### config.mk
export PLATFORM = sky130hd
export DESIGN_NAME = keypad_entry
export DESIGN_NICKNAME = d
export VERILOG_FILES = /design/src/rtl/keypad_entry.sv
export SDC_FILE = /design/constraint.sdc
export NUM_CORES = 1
export LEC_CHECK = 0
export BUFFER_PORTS_ARGS = -buffer_cell sky130_fd_sc_hd__buf_2
export CAP_MARGIN = 15
export CORE_UTILIZATION = 53
export CTS_BUF_LIST = sky130_fd_sc_hd__clkbuf_2 sky130_fd_sc_hd__clkbuf_4 sky130_fd_sc_hd__clkbuf_8
export DETAILED_ROUTE_END_ITERATION = 8
export PLACE_DENSITY = 0.74
export REMOVE_ABC_BUFFERS = 1
export SLEW_MARGIN = 30
export SYNTH_ARGS = -nofsm -noshare
export SYNTH_HDL_FRONTEND = slang
export SYNTH_SLANG_ARGS = --single-unit
### constraint.sdc
create_clock -name clk_100MHz -period 2.25 [get_ports clk_100MHz]
set_input_delay 0.45 -clock clk_100MHz [delete_from_list [all_inputs] [get_ports clk_100MHz]]
set_output_delay 0.45 -clock clk_100MHz [all_outputs]
set_load 0.02 [all_outputs]
### src/rtl/keypad_entry.sv
// rtl/keypad_entry.sv - keypad press debouncer and 4-digit hex entry buffer
module keypad_entry #(
    parameter int WINDOW          = 400_000,
    parameter int RELEASE_WINDOWS = 3
) (
    input  logic        clk_100MHz,
    input  logic        reset_n,
    input  logic [3:0]  row,
    input  logic [3:0]  dec_in,
    output logic        key_strobe,
    output logic [3:0]  key_code,
    output logic [15:0] digits,
    output logic [2:0]  digit_count,
    output logic        entry_valid,
    output logic [15:0] entry_value
);

    localparam int WW = (WINDOW > 1) ? $clog2(WINDOW) : 1;
    localparam logic [WW-1:0] WIN_LAST = WW'(WINDOW - 1);
    localparam logic [3:0]    REL_LAST = 4'(RELEASE_WINDOWS - 1);

    typedef enum logic [1:0] {IDLE, CONFIRM, HELD} state_t;

    state_t        state, state_nxt;
    logic [3:0]    rel_cnt, rel_nxt;
    logic [3:0]    row_meta, row_sync;
    logic [WW-1:0] win_cnt;
    logic          seen_low;
    logic          any_low, win_end, low_win, capture;

    assign any_low = (row_sync != 4'b1111);
    assign win_end = (win_cnt == WIN_LAST);
    assign low_win = seen_low | any_low;

    always_ff @(posedge clk_100MHz) begin
        if (!reset_n) begin
            row_meta <= 4'b1111;
            row_sync <= 4'b1111;
            win_cnt  <= '0;
            seen_low <= 1'b0;
        end else begin
            row_meta <= row;
            row_sync <= row_meta;
            win_cnt  <= win_end ? '0 : win_cnt + 1'b1;
            if (win_end)
                seen_low <= 1'b0;
            else if (any_low)
                seen_low <= 1'b1;
        end
    end

    always_ff @(posedge clk_100MHz) begin
        if (!reset_n) begin
            state   <= IDLE;
            rel_cnt <= 4'd0;
        end else begin
            state   <= state_nxt;
            rel_cnt <= rel_nxt;
        end
    end

    always_comb begin
        state_nxt = state;
        rel_nxt   = rel_cnt;
        if (win_end) begin
            case (state)
                IDLE:    if (low_win) state_nxt = CONFIRM;
                CONFIRM: state_nxt = low_win ? HELD : IDLE;
                HELD: begin
                    if (low_win) begin
                        rel_nxt = 4'd0;
                    end else if (rel_cnt == REL_LAST) begin
                        state_nxt = IDLE;
                        rel_nxt   = 4'd0;
                    end else begin
                        rel_nxt = rel_cnt + 4'd1;
                    end
                end
                default: state_nxt = IDLE;
            endcase
        end
    end

    // Sampling a full window after detection gives the decoder time to see the pressed column.
    always_comb begin
        capture = 1'b0;
        if (win_end && state == CONFIRM && low_win)
            capture = 1'b1;
    end

    always_ff @(posedge clk_100MHz) begin
        if (!reset_n) begin
            key_strobe <= 1'b0;
            key_code   <= 4'h0;
        end else begin
            key_strobe <= capture;
            if (capture)
                key_code <= dec_in;
        end
    end

    always_ff @(posedge clk_100MHz) begin
        if (!reset_n) begin
            digits      <= 16'h0000;
            digit_count <= 3'd0;
            entry_valid <= 1'b0;
            entry_value <= 16'h0000;
        end else begin
            entry_valid <= 1'b0;
            if (key_strobe) begin
                case (key_code)
                    4'hA, 4'hB, 4'hD: ;
                    4'hC: begin
                        digits      <= 16'h0000;
                        digit_count <= 3'd0;
                    end
                    4'hE: if (digit_count != 3'd0) begin
                        digits      <= {4'h0, digits[15:4]};
                        digit_count <= digit_count - 3'd1;
                    end
                    4'hF: if (digit_count != 3'd0) begin
                        entry_value <= digits;
                        entry_valid <= 1'b1;
                        digits      <= 16'h0000;
                        digit_count <= 3'd0;
                    end
                    default: if (digit_count < 3'd4) begin
                        digits      <= {digits[11:0], key_code};
                        digit_count <= digit_count + 3'd1;
                    end
                endcase
            end
        end
    end

endmodule

* Word-level counts from Yosys, hierarchy flattened
Index checks and enable logic that the tools add are counted.
** Operators by class
- $add $sub $neg :: 4
- Multiplexer cells :: 17
- Reduce and logical (&&, ||, !) cells :: 12
- Bitwise logic cells :: 3
- Order comparisons :: 1
- Eq/ne operators :: 16
** Operators by type and width (number)
- $pmux W16 S4 :: 1
- $mux W16 :: 3
- $eq A4 B4 Y1 const B :: 6
- $add A19 B1 Y19 const B :: 1
- $eq A19 B19 Y1 const B :: 1
- $pmux W3 S4 :: 1
- $ne A2 B2 Y1 const B :: 5
- $mux W3 :: 3
- $mux W2 :: 4
- $mux W4 :: 2
- $pmux W2 S3 :: 1
- $reduce_and A3 Y1 :: 2
- $reduce_and A5 Y1 :: 1
- $add A4 B1 Y4 const B :: 1
- $eq A4 B2 Y1 const B :: 1
- $ne A4 B4 Y1 const B :: 1
- $reduce_and A4 Y1 :: 1
- $reduce_bool A4 Y1 :: 1
- $add A3 B1 Y3 const B :: 1
- $lt A3 B3 Y1 const B :: 1
- $reduce_bool A3 Y1 :: 1
- $reduce_or A3 Y1 :: 1
- $sub A3 B1 Y3 const B :: 1
- $eq A2 B1 Y1 const B :: 1
- other kinds (8) :: 11
** Word-level totals
- Flip-flop bits (word level) :: 75
- Input bits :: 10

* Logic depth before layout (Yosys ltp)
- Word-level depth :: 4
- Mapped depth :: 9
- Depth with buffers taken out :: 7

* Least setup slack after synthesis
OpenSTA, ideal clock, no wires.
- Path kind :: register -> register
- Start point :: register key_code[3]
- End point :: register digit_count[2]
- Setup slack :: -36 ps
- Stages on the path, launching flop included :: 10
- Library setup time :: 75 ps
- Arrival time :: 2212 ps
- Cells stage by stage :: dfxtp_1 -> buf_2 -> and4b_1 -> buf_1 -> xor2_1 -> ha_1 -> nor2_1 -> mux2i_1 -> or4b_1 -> o22ai_1
** Between the ends
- Longest elaborated chain between the ends :: 4
- Elaborated cells between the ends (all ways) :: 13
** Ends and longest elaborated chain
- start: declaration :: RTL line 11 : output logic [3:0] key_code,
- start signal: assignment :: RTL line 98 : key_code <= dec_in;
- $eq A4 B4 Y1 :: RTL line 111 : case (key_code)
- $reduce_or A3 Y1 :: RTL line 111
- $not A1 Y1 (no line)
- $reduce_and A5 Y1 (no line)
- end signal: assignment :: RTL line 119 : digit_count <= digit_count - 3'd1;
- end signal: assignment :: RTL line 129 : digit_count <= digit_count + 3'd1;
- end: declaration :: RTL line 13 : output logic [2:0] digit_count,
Several ways; a longest one is shown, not always the timed one.
A chain may end at the register's enable or synchronous reset.

* Worst setup path after layout
Ends and elaborated chain as after synthesis.

==> parameters.txt <==
Parameter                              Value

Route
  Routed wire per std cell ... 13.45 um
  TritonRoute pass-1 iters ... 6
  Number of vias per cell ... 5.631
  Via count of the routed design ... 2765
  Total routed wirelength ... 6604 um
  Number of DRC markers after the initial detailed-route iteration ... 165
  Number of nets still failing antenna checks after routing ... 0
  Remaining DRCs ... 1

STA
  Hold violation total from the final report ... 0
  Shortest clock period the worst path allows after layout ... 1.926 ns
  Tcrit/Tclk final ... 85.59%
  Setup total negative slack ... 0 ns
  Worst-case hold slack ... 0.2736 ns
  Maximum frequency from static timing analysis ... 519.3 MHz
  Count of pins over their slew limit ... 0
  Normalized max-slew margin ... 61.59%
  Unrepaired setup endpoints after global routing ... no
  Clock skew ... 0.007904 ns
  Finish-stage setup viols ... 0
  Worst Tran Pin Value ... 0.5762 ns
  Worst setup slack after layout ... 0.3242 ns

CTS
  Maximum number of buffers from clock root to sink ... 2
  Cells resized by post-CTS repair ... 0
  Postcts setup bufs ... 0
  Clk root buf ... sky130_fd_sc_hd__clkbuf_8
  CTS clock-pin slew for the worst setup and hold paths ... 0.08 ns
  Skew-Pair Late Insertion Delay ... 0.35 ns
  TritonCTS clock tree ... built
  Number of levels the H-tree was split into ... 3
  CTS Hold Bufs ... 0
  Number of clock sinks seen by CTS ... 75
  Number of buffers inserted during clock tree synthesis ... 9

Worst setup path
  Setup crit start kind ... register
  Setup slack on the worst flop-to-flop path ... 0.32 ns
  WP data arrival ... 2.20 ns
  Critical setup path kind ... register to register
  Reg-to-reg critical path startpoint ... key_code[3]
  Worst reg-to-reg path cell count ... 7
  Reg2Reg Capture Point ... digit_count[2]
  Required time of the worst setup path ... 2.53 ns
  CP Capture Type ... register
  Critical path fanouts, max ... 10

Logic synthesis
  XOR/XNOR share of the synthesized area ... 3.771%
  Cell area after synthesis ... 0.003252 mm2
  Complex-gate fraction of the synthesized area ... 14.08%
  Main combinational cell family by area after synthesis ... simple AND/OR/NAND/NOR gates
  Share of flip-flops with an asynchronous set or reset after synthesis ... 0%
  Cell count after synthesis ... 367
  Simple-gate share of the synthesized area ... 28.90%
  Flip-flop and latch count after synthesis ... 75
  EDFF count, synth ... 0
  Library cell occupying the most area in the post-synthesis netlist ... sky130_fd_sc_hd__dfxtp_1
  Arithmetic-cell share of the synthesized area counting full adders, half adders and majority gates ... 1.539%
  Synth cell types ... 52
  Most frequently used flop master after synthesis ... sky130_fd_sc_hd__dfxtp_1
  Portion of the post-synthesis area used by sequential elements ... 46.17%
  Post-Synthesis Mean Instance Area ... 8.861 um2
  Proportion of synthesized area in mux cells ... 0.3078%
  Fraction of post-synthesis cell area in the top cell type by area ... 46.17%
  Top post-synthesis cells by area ... sky130_fd_sc_hd__dfxtp_1, sky130_fd_sc_hd__a21oi_1, sky130_fd_sc_hd__nand2_1, sky130_fd_sc_hd__nor2_1, sky130_fd_sc_hd__a221oi_1
  Synth warnings ... 0

Worst hold path
  Hold_sp ... row[3]
  Hold-critical path depth ... 2
  Worst min-delay path class ... input pin to register
  End point of the worst hold path ... row_meta[3]

Place
  Number of placed cells counting well taps ... 475
  GPL Wtd Cong ... 0.8213
  Half-perimeter wire length after placement ... 4596 um
  Post-Place Setup Slack ... 0.3610 ns
  Port-buffer cells ... 50

Layout
  Number of diodes ... 0
  Final standard cell count with taps included and fillers excluded ... 491
  Commonest non-fill, non-tap cells in the layout ... sky130_fd_sc_hd__dfxtp_1, sky130_fd_sc_hd__buf_2, sky130_fd_sc_hd__nand2_1
  Post-layout nets ... 425
  Area delta synth->final ... 14.81%
  Most common library cell in the layout ignoring fill and taps ... sky130_fd_sc_hd__dfxtp_1
  Fraction of layout cells with a size suffix above 1 ... 20.43%

Power
  Net Switching ... 0.0005547 W
  Internal power contribution ... 0.001988 W
  Power Dens Cells ... 681.0 mW/mm2
  Comb pwr share ... 2.8%
  Sw Ratio ... 21.81%
  Clock power frac ... 44.2%
  Part of the power in registers ... 53.0%
  Worst ir drop on vdd ... 0.4535 mV
  Leakage dissipation ... 1.452 nW
  Total power ... 0.002543 W

Die
  Top-Level Pins ... 51
  Die boundary height ... 80.33 um
  Total number of placement rows ... 28
  Area of the core ... 0.005921 mm2
  Starting Density ... 54.92%
  Die outline width ... 80.33 um
  Floorplan die area ... 0.006453 mm2

Global routing
  Global-route wire length before repair ... 11290 um
  Pin count of the biggest net entering global routing ... 37
  Vias in the first global route ... 2446
  Initial antenna violation count ... 0
  Overall overflow remaining after global route ... 0
  Global-route usage over all layers ... 23.18%

Outcome
  Outcome ... finished with violations
  Violated checks ... DRC

Run
  Count of maximum capacitance violations ... 0
-- logic make-up (layout without fill, tap and decap cells) --
family                     after synthesis  after routing
DFF                                     75             75
adders and majority gates                4              4
and+or+nand+nor                        168            168
AOI/OAI and AO/OA                       75             75
buffers and inverters                   30             79
muxes                                    1              1
xor gates and xnor gates                14             14
-- flip-flops by register name, summed over array words and instances (netlist names) --
name	cells
key_strobe	1
digits	16
entry_valid	1
row_meta	4
win_cnt	19
entry_value	16
seen_low	1
row_sync	4
digit_count	3
state	2
key_code	4
rel_cnt	4
-- metrics by stage --
stage	cell area, um2	utilization (%)
5_1_grt	3734	63.06
3_3_place_gp	3517	59.40
3_5_place_dp	3517	59.40
6_report	3734	63.06
2_1_floorplan	3100	-
4_1_cts	3734	63.06
-- final cells by class --
type,instances,area (um2)
clock buffer,9,123.9
clock inverter,7,92.59
inverter,5,18.77
timing repair buffer,58,322.8
fill,531,2187
sequential,75,1501
tap,75,93.84
multi-input combinational,262,1580
-- worst max-delay path, stage by stage, from the launching register on --
cell and delay, ns:
sky130_fd_sc_hd__dfxtp_1 0.49, sky130_fd_sc_hd__and4b_1 0.27, sky130_fd_sc_hd__xor2_1 0.08, sky130_fd_sc_hd__ha_1 0.20, sky130_fd_sc_hd__nor2_1 0.09, sky130_fd_sc_hd__mux2i_1 0.09, sky130_fd_sc_hd__or4b_1 0.47, sky130_fd_sc_hd__o22ai_1 0.16
-- cells in the mapped netlist, types with 3 or more instances --
cell	count
sky130_fd_sc_hd__and3_1	4
sky130_fd_sc_hd__a21oi_1	40
sky130_fd_sc_hd__nor2_1	31
sky130_fd_sc_hd__dfxtp_1	75
sky130_fd_sc_hd__o21ai_0	9
sky130_fd_sc_hd__clkbuf_1	8
sky130_fd_sc_hd__inv_1	5
sky130_fd_sc_hd__xnor2_1	7
sky130_fd_sc_hd__nor3_1	14
sky130_fd_sc_hd__nand4_1	11
sky130_fd_sc_hd__xor2_1	7
sky130_fd_sc_hd__o31ai_1	7
sky130_fd_sc_hd__buf_2	9
sky130_fd_sc_hd__a221oi_1	10
sky130_fd_sc_hd__nand2b_1	10
sky130_fd_sc_hd__ha_1	4
sky130_fd_sc_hd__or3_1	4
sky130_fd_sc_hd__nand2_1	47
sky130_fd_sc_hd__or4_1	3
sky130_fd_sc_hd__nand3_1	17
-- power groups by stage --
stage,registers (W),logic (W),clock network [W]
4_1_cts,0.00135,0.0000704,0.00115
6_report,0.00135,0.0000701,0.00112
2_1_floorplan,0.00138,0.0000406,0
5_1_grt,0.00135,0.0000777,0.00121
3_3_place_gp,0.00138,0.0000688,0
3_5_place_dp,0.00138,0.0000699,0
-- routing by layer --
metal	share of wire (%)	track usage [%]	vias to the layer above
met4	2.1	12.86	0
met2	49	38.63	59
met3	4.1	4.886	9
met1	44	27.69	1299
met5	0	0	-
li1	-	-	1398
-- how the worst max path moves through the flow --
stage / startpoint / endpoint / slack, ns / cells after the start
floorplan: win_cnt[0] / win_cnt[10] / -0.21 / 5
global route: key_code[3] / digit_count[2] / 0.21 / 7
global placement: rel_cnt[0] / rel_cnt[2] / 0.44 / 6
CTS: rel_cnt[0] / rel_cnt[3] / 0.35 / 6
finish: key_code[3] / digit_count[2] / 0.32 / 7
detailed placement: rel_cnt[0] / rel_cnt[3] / 0.36 / 6
Note: power is estimated with default switching activity, not from simulation.
